`src/rtl/aes_pkg.sv`:
```
// Shared types and header-field layout for the AES command packer.
package aes_pkg;

  localparam int DEF_WORD_W = 32;
  localparam int DEF_DATA_W = 256;
  localparam int DEF_OPC_W  = 5;

  localparam int HDR_OPC_LSB = 0;
  localparam int HDR_NW_LSB  = 8;
  localparam int HDR_NW_W    = 4;
  localparam int MAX_WORDS   = DEF_DATA_W / DEF_WORD_W;

  typedef logic [DEF_OPC_W-1:0] opcode_t;

  typedef enum logic [1:0] {
    IDLE,
    LOAD,
    ISSUE
  } pack_state_t;

endpackage

```
`src/rtl/aes_cmd_packer.sv`:
```
// Assembles a header + payload host word stream into one opcode/operand command
// and offers it to the AES core over a valid/ready handshake.
module aes_cmd_packer
  import aes_pkg::*;
#(
  parameter int WORD_W = DEF_WORD_W,
  parameter int DATA_W = DEF_DATA_W,
  parameter int OPC_W  = DEF_OPC_W
) (
  input  logic              clk,
  input  logic              rst_n,
  input  logic              flush,
  input  logic              word_valid,
  output logic              word_ready,
  input  logic [WORD_W-1:0] word_data,
  output logic              input_valid,
  input  logic              input_ready,
  output logic [OPC_W-1:0]  opcode,
  output logic [DATA_W-1:0] data_in,
  output logic              busy,
  output logic              err
);

  localparam int                  LANES  = DATA_W / WORD_W;
  localparam logic [HDR_NW_W-1:0] MAX_NW = HDR_NW_W'(LANES);

  pack_state_t         state, state_next;
  logic [HDR_NW_W-1:0] count;
  logic [HDR_NW_W-1:0] nwords;
  logic [OPC_W-1:0]    opcode_q;
  logic [DATA_W-1:0]   data_q;
  logic                input_valid_q;
  logic                err_q;

  logic                word_fire;
  logic                last_word;
  logic                hdr_bad;
  logic                hdr_take;
  logic [HDR_NW_W-1:0] hdr_nw;

  assign hdr_nw     = word_data[HDR_NW_LSB +: HDR_NW_W];
  assign word_ready = (state != ISSUE);
  assign word_fire  = word_valid && word_ready;
  assign last_word  = (count == nwords - 1'b1);
  assign hdr_take   = (state == IDLE) && word_fire && !hdr_bad && !flush;

  assign busy        = (state != IDLE);
  assign input_valid = input_valid_q;
  assign opcode      = opcode_q;
  assign data_in     = data_q;
  assign err         = err_q;

  always_comb begin
    // NOTE: every output of this block gets a default first so no path leaves it unassigned (no latch).
    state_next = state;
    hdr_bad    = 1'b0;
    unique case (state)
      IDLE: begin
        if (word_fire) begin
          if (hdr_nw == '0)          state_next = ISSUE;
          else if (hdr_nw <= MAX_NW) state_next = LOAD;
          else                       hdr_bad    = 1'b1;
        end
      end
      LOAD: begin
        if (word_fire && last_word) state_next = ISSUE;
      end
      ISSUE: begin
        if (input_ready) state_next = IDLE;
      end
      default: state_next = IDLE;
    endcase
    // Abort wins over any word or header accepted in the same cycle.
    if (flush) begin
      state_next = IDLE;
      hdr_bad    = 1'b0;
    end
  end

  // NOTE: sequential state uses non-blocking assignments so every register samples pre-edge values.
  always_ff @(posedge clk or negedge rst_n) begin
    if (!rst_n) state <= IDLE;
    else        state <= state_next;
  end

  always_ff @(posedge clk or negedge rst_n) begin
    if (!rst_n) begin
      count         <= '0;
      nwords        <= '0;
      opcode_q      <= '0;
      data_q        <= '0;
      input_valid_q <= 1'b0;
      err_q         <= 1'b0;
    end else if (flush) begin
      count         <= '0;
      nwords        <= '0;
      opcode_q      <= '0;
      data_q        <= '0;
      input_valid_q <= 1'b0;
      err_q         <= 1'b0;
    end else begin
      input_valid_q <= (state_next == ISSUE);
      err_q         <= hdr_bad;
      if (hdr_take) begin
        opcode_q <= word_data[HDR_OPC_LSB +: OPC_W];
        data_q   <= '0;
        count    <= '0;
        nwords   <= hdr_nw;
      end else if (state == LOAD && word_fire) begin
        data_q[int'(count) * WORD_W +: WORD_W] <= word_data;
        count <= count + 1'b1;
      end
    end
  end

  // The core may sample the command on any cycle it is offered.
  a_hold_stable : assert property (@(posedge clk) disable iff (!rst_n)
    (input_valid && !input_ready && !flush) |=> (input_valid && $stable(opcode) && $stable(data_in)));

  a_err_idle : assert property (@(posedge clk) disable iff (!rst_n)
    err |-> !busy);

endmodule

```
`config.mk`:
```
export PLATFORM = sky130hd
export DESIGN_NAME = aes_cmd_packer
export DESIGN_NICKNAME = d
export VERILOG_FILES = /design/src/rtl/aes_pkg.sv /design/src/rtl/aes_cmd_packer.sv
export SDC_FILE = /design/constraint.sdc
export NUM_CORES = 1
export LEC_CHECK = 0
export CORE_MARGIN = 5
export CORE_UTILIZATION = 40
export CTS_CLUSTER_SIZE = 12
export DETAILED_ROUTE_END_ITERATION = 10
export PLACE_DENSITY = 0.81
export SKIP_CTS_REPAIR_TIMING = 1
export SLEW_MARGIN = 0
export SYNTH_ARGS = -nofsm -noshare
export SYNTH_HDL_FRONTEND = slang
export SYNTH_SLANG_ARGS = --single-unit
export TNS_END_PERCENT = 1
```
`constraint.sdc`:
```
create_clock -name clk -period 2.7 [get_ports clk]
set_input_delay 0.54 -clock clk [delete_from_list [all_inputs] [get_ports clk]]
set_output_delay 0.54 -clock clk [all_outputs]
set_load 0.02 [all_outputs]
```
==> results of run 1 <==
## final cells by class
type,count,area share
clock buffers,46,0.0554
multi-input cells,742,0.265
repair buffers,352,0.219
inverters,6,0.00140
well taps,384,0.0298
clock inverters,8,0.00443
flip-flops and latches,273,0.424
## stage by stage
stage | power, mW | setup TNS, ns
6_report | 8.90 | 0
4_1_cts | 8.97 | -1.35
5_1_grt | 9.22 | 0
2_1_floorplan | 4.59 | 0
3_5_place_dp | 4.97 | -6.52
3_3_place_gp | 4.96 | -5.66
## worst paths after layout
| kind | start | end | slack (ns) | cells past startpoint |
|---|---|---|---|---|
| setup / recovery | count[0] | data_in[19] | 0.19 | 7 |
| hold / removal | rst_n | data_in[37] | -0.009 | 1 |
| setup reg to reg | count[0] | data_in[19] | 0.19 | 7 |
| hold reg to reg | opcode[2] | opcode[2] | 0.50 | 1 |
| max in group asynchronous | rst_n | input_valid | 1.90 | 2 |
| min in group clk | opcode[2] | opcode[2] | 0.50 | 1 |
## synthesized netlist by cell type (all sizes together)
cell type	number	area share
dfrtp	273	0.59
nand2	197	0.063
nand3	182	0.078
a21oi	162	0.070
clkbuf	76	0.025
a22o	67	0.050
buf	55	0.028
mux2i	36	0.031
nand2b	18	0.0097
nor2	16	0.0056
nor3	8	0.0043
ha	6	0.0064
inv	6	0.0019
nor3b	5	0.0042
xnor2	5	0.0044
xor2	5	0.0044
and3	4	0.0021
and2	3	0.0016
nor4	3	0.0027
a2111oi	2	0.0047
nand4	2	0.0011
o21ai	2	0.00086
o21bai	2	0.0013
o31a	2	0.0015
o41ai	2	0.0015
or3b	2	0.0017
a21o	1	0.00064
and3b	1	0.00075
and4	1	0.00075
and4b	1	0.00086
nand4b	1	0.00075
nor2b	1	0.00054
o2111ai	1	0.0013
o22a	1	0.00075
o22ai	1	0.00054
o311a	1	0.00086
or2	1	0.00054
## flip-flops by register name, indices dropped and copies added, names as in the netlist
signal       flops
count            4
data_in        256
err              1
input_valid      1
nwords           4
opcode           5
state            2
## power groups by stage
stage / registers, mW / logic (mW) / clock network, mW
after floorplan: 4.24 / 0.347 / 0
after global placement: 4.21 / 0.748 / 0
after detailed placement: 4.21 / 0.760 / 0
after CTS: 4.14 / 0.763 / 4.07
after global routing: 4.14 / 0.819 / 4.26
final: 4.14 / 0.761 / 4.00
## logic make-up after synthesis
family,after synthesis,share of synthesized area
DFF,273,0.586
xor gates and xnor gates,10,0.00880
AOI/OAI and AO/OA,244,0.134
adders and majority gates,6,0.00644
buffers and inverters,137,0.0552
and+or+nand+nor,446,0.179
muxes,36,0.0309
## critical path, cell delays in order, from the launching register on
cell	delay [ns]
dfrtp_1	0.39
inv_1	0.17
ha_1	0.34
nor3b_4	0.52
and4_1	0.34
buf_4	0.30
nand3_1	0.13
a21oi_1	0.21
## layer usage
metal,vias to the layer above,GRT usage,part of all wire
met1,5004,0.336,0.41
li1,4488,-,-
met4,0,0.0938,0.040
met3,109,0.0531,0.087
met2,519,0.384,0.47
met5,-,0,0
==> results.json, run 1 <==
{
  "cts_sinks": 273,
  "dpl_worst_slack_ns": -0.204,
  "critPathMaxFanout": 21,
  "peakVddDrop_mv": 0.422,
  "max_freq_mhz": 399,
  "dp.cells": 1757,
  "stdcell_count": 1811,
  "finalHoldViolations": 6,
  "post-route-period-util": 0.928,
  "fin_crit_ns": 2.51,
  "grt_max_degree": 158,
  "finClkSkew_ns": 0.0104,
  "drc": 0,
  "start_kind": "flip-flop",
  "cap_violations": 0,
  "p_int_mw": 6.69,
  "seqCellArea_um2": 6830,
  "drtAntennaViolNets": 0,
  "post_dp_cell_area_um2": 15100,
  "p_leak_nw": 6.78,
  "ys_seq_elements": 273,
  "die-area_um2": 32700,
  "wl_per_cell_um": 22.9,
  "core_um2": 28700,
  "setup_ws_ns": 0.194,
  "crit_required_ns": 3.16,
  "grt-ovfl-total": 0,
  "viasPerCell": 5.59,
  "first_pass_iters": 5,
  "cts-root-buf": "clkbuf_16",
  "setup_viol": 0,
  "rsz0062_at_grt": "false",
  "vias": 10100,
  "die-height_um": 181,
  "comb_power_share": 0.086,
  "outcome": "complete, but fails checks",
  "routed_wl_um": 41400,
  "p_switching_mw": 2.21,
  "utilization": 0.561,
  "relSlewSlack": 0.192,
  "avgSynthCellArea_um2": 10.1,
  "grtUsageTotal": 0.245,
  "clk_pin_slew_ns": 0.06,
  "grt_pass1_wl_um": 63400,
  "netlist_instances": 1152,
  "syn_area_um2": 11700,
  "cts_max_path_buffers": 3,
  "max_slew.worst_pin.slew_ns": 1.21,
  "crit_type": "reg2reg",
  "slew_violations": 0,
  "endpoint_kind": "flip-flop",
  "fillers": 2419,
  "synth_cell_types": 48,
  "hpwlAfterDp_um": 27500,
  "n_antenna_cell": 0,
  "syn_nets": 1195,
  "io_pins": 302,
  "p_sw_frac": 0.249,
  "seq_area_frac_synth": 0.586,
  "numPortBuffers": 301,
  "worstHoldPathType": "in2async",
  "ctsHtreeMaxLevel": 1,
  "gp_congestion": 0.860,
  "fin_area_um2": 16100,
  "numCtsBuffers": 30,
  "drive_gt1_frac": 0.0834,
  "whs_ns": -0.00870,
  "cts_tree": "done",
  "syn2layout_area_growth_pct": 38.1,
  "final_cell_mix": "300 x clkdlybuf4s50_1, 272 x dfrtp_1, 197 x nand2_1, 182 x nand3_1, 162 x a21oi_1",
  "start_util": 0.406,
  "grt_pass1_vias": 10300,
  "antenna_found_initial": 0,
  "multiInputGateArea_um2": 4270,
  "yosysWarnings": 0,
  "final_common_cell": "clkdlybuf4s50_1",
  "drt_iter0_markers": 1056,
  "layout.nets": 1448,
  "clkPwrFrac": 0.450,
  "clock_latency_ns": 0.54,
  "violations": "hold timing",
  "power_frac_seq": 0.465,
  "rows": 62,
  "die_width_um": 181,
  "crit_arrival_ns": 2.96,
  "powerDensity_nw_per_um2": 553
}
Note: power is estimated with default switching activity, not from simulation.
==> run 2: changes to the inputs <==
HOLD_SLACK_MARGIN = 0.08   (was unset)
==> results.json, run 2 (synthesis results as in run 1) <==
{
  "crit_type": "reg2reg",
  "die-area_um2": 32700,
  "cts_max_path_buffers": 3,
  "grt_max_degree": 158,
  "post-route-period-util": 0.935,
  "numCtsBuffers": 30,
  "layout.nets": 1449,
  "crit_chain": "inv_1 > ha_1 > nor3b_4 > and4_1 > buf_4 > nand3_1 > a21oi_1",
  "critPathBufInv": 2,
  "endpoint_kind": "flip-flop",
  "viasPerCell": 5.58,
  "cts_sinks": 273,
  "drtAntennaViolNets": 0,
  "grt_pass1_wl_um": 63400,
  "min-delay-start": "opcode[2]",
  "r2r_start": "count[0]",
  "hpwlAfterDp_um": 27500,
  "max_stage_delay_ns": 0.52,
  "power_mw": 8.91,
  "relSlewSlack": 0.225,
  "wl_per_cell_um": 22.9,
  "setup_viol": 0,
  "die_width_um": 181,
  "drive_gt1_frac": 0.0833,
  "p_leak_nw": 6.78,
  "gp_congestion": 0.860,
  "dpl_worst_slack_ns": -0.204,
  "n_antenna_cell": 0,
  "antenna_found_initial": 0,
  "ff2ff_setup_slack_ns": 0.17,
  "grtUsageTotal": 0.245,
  "r2r-end": "data_in[19]",
  "cts-root-buf": "clkbuf_16",
  "finClkSkew_ns": 0.00882,
  "routed_wl_um": 41400,
  "clk_pin_slew_ns": 0.06,
  "start_kind": "flip-flop",
  "peakVddDrop_mv": 0.424,
  "min_to": "opcode[2]",
  "slew_violations": 0,
  "first_pass_iters": 5,
  "outcome": "finished, final reports clean",
  "fin_tns_setup_ns": 0,
  "numPortBuffers": 301,
  "worstHoldPathType": "reg2reg",
  "syn2layout_area_growth_pct": 38.2,
  "die-height_um": 181,
  "cap_violations": 0,
  "critPathMaxFanout": 21,
  "vias": 10100,
  "fin_crit_ns": 2.53,
  "cts_tree": "done",
  "io_pins": 302,
  "finalHoldViolations": 0,
  "crit_arrival_ns": 2.98,
  "grt-ovfl-total": 0,
  "whs_ns": 0.502,
  "drt_iter0_markers": 1086,
  "hold_depth": 1,
  "max_slew.worst_pin.slew_ns": 1.16,
  "final_common_cell": "clkdlybuf4s50_1",
  "rows": 62,
  "crit_slowest_cell": "nor3b_4",
  "core_um2": 28700,
  "drc": 0,
  "cpLargestDelayFamily": "simple AND/OR/NAND/NOR gates",
  "crit_required_ns": 3.16,
  "powerDensity_nw_per_um2": 553,
  "ff2ff_path_depth": 7,
  "final_cell_mix": "300 x clkdlybuf4s50_1, 272 x dfrtp_1, 197 x nand2_1, 182 x nand3_1, 162 x a21oi_1",
  "clock_latency_ns": 0.55,
  "grt_pass1_vias": 10300,
  "largest_reg_flops": 256,
  "rsz0062_at_grt": "false",
  "max_freq_mhz": 396,
  "setup_ws_ns": 0.175,
  "ctsHtreeMaxLevel": 1,
  "start_util": 0.406
}
-- run 2: how the worst max path moves through the flow --
stage          slack, ns      endpoint  cells after the start    startpoint
2_1_floorplan       0.14  data_in[203]                      9      count[0]
3_3_place_gp       -0.19   data_in[82]                      5  word_data[8]
3_5_place_dp       -0.20   data_in[94]                      5    word_valid
4_1_cts            -0.06   data_in[70]                      6      count[0]
5_1_grt             0.05   data_in[19]                      7      count[0]
6_report            0.17   data_in[19]                      7      count[0]
-- run 2: through the flow --
step | area [um2] | utilization | std cells
floorplan | 11700 | - | 1152
CTS | 16100 | 0.561 | 1811
global placement | 15100 | 0.527 | 1757
global route | 16100 | 0.561 | 1812
finish | 16100 | 0.561 | 1812
detailed placement | 15100 | 0.527 | 1757
-- run 2: per-layer routing --
metal / vias up / global-route usage / routed length [um]
met1: 5006 / 0.336 / 17000
met3: 99 / 0.0531 / 3480
met5: - / 0 / 0
li1: 4489 / - / -
met4: 0 / 0.0938 / 1600
met2: 516 / 0.384 / 19300
-- run 2: final cells by class --
type / instances / area, um2
fillers: 2418 / 12600
clock buffers: 46 / 892
clock inverters: 8 / 71.3
multi-input cells: 742 / 4270
well taps: 384 / 480
inverters: 6 / 22.5
repair buffers: 353 / 3540
flip-flops and latches: 273 / 6830
-- run 2: power breakdown --
group / switching [mW] / internal, mW / total, mW / leakage, nW
registers: 0.0195 / 4.12 / 4.14 / 3.81
logic: 0.547 / 0.216 / 0.763 / 2.50
clock network: 1.66 / 2.35 / 4.01 / 0.474
total: 2.22 / 6.69 / 8.91 / 6.78
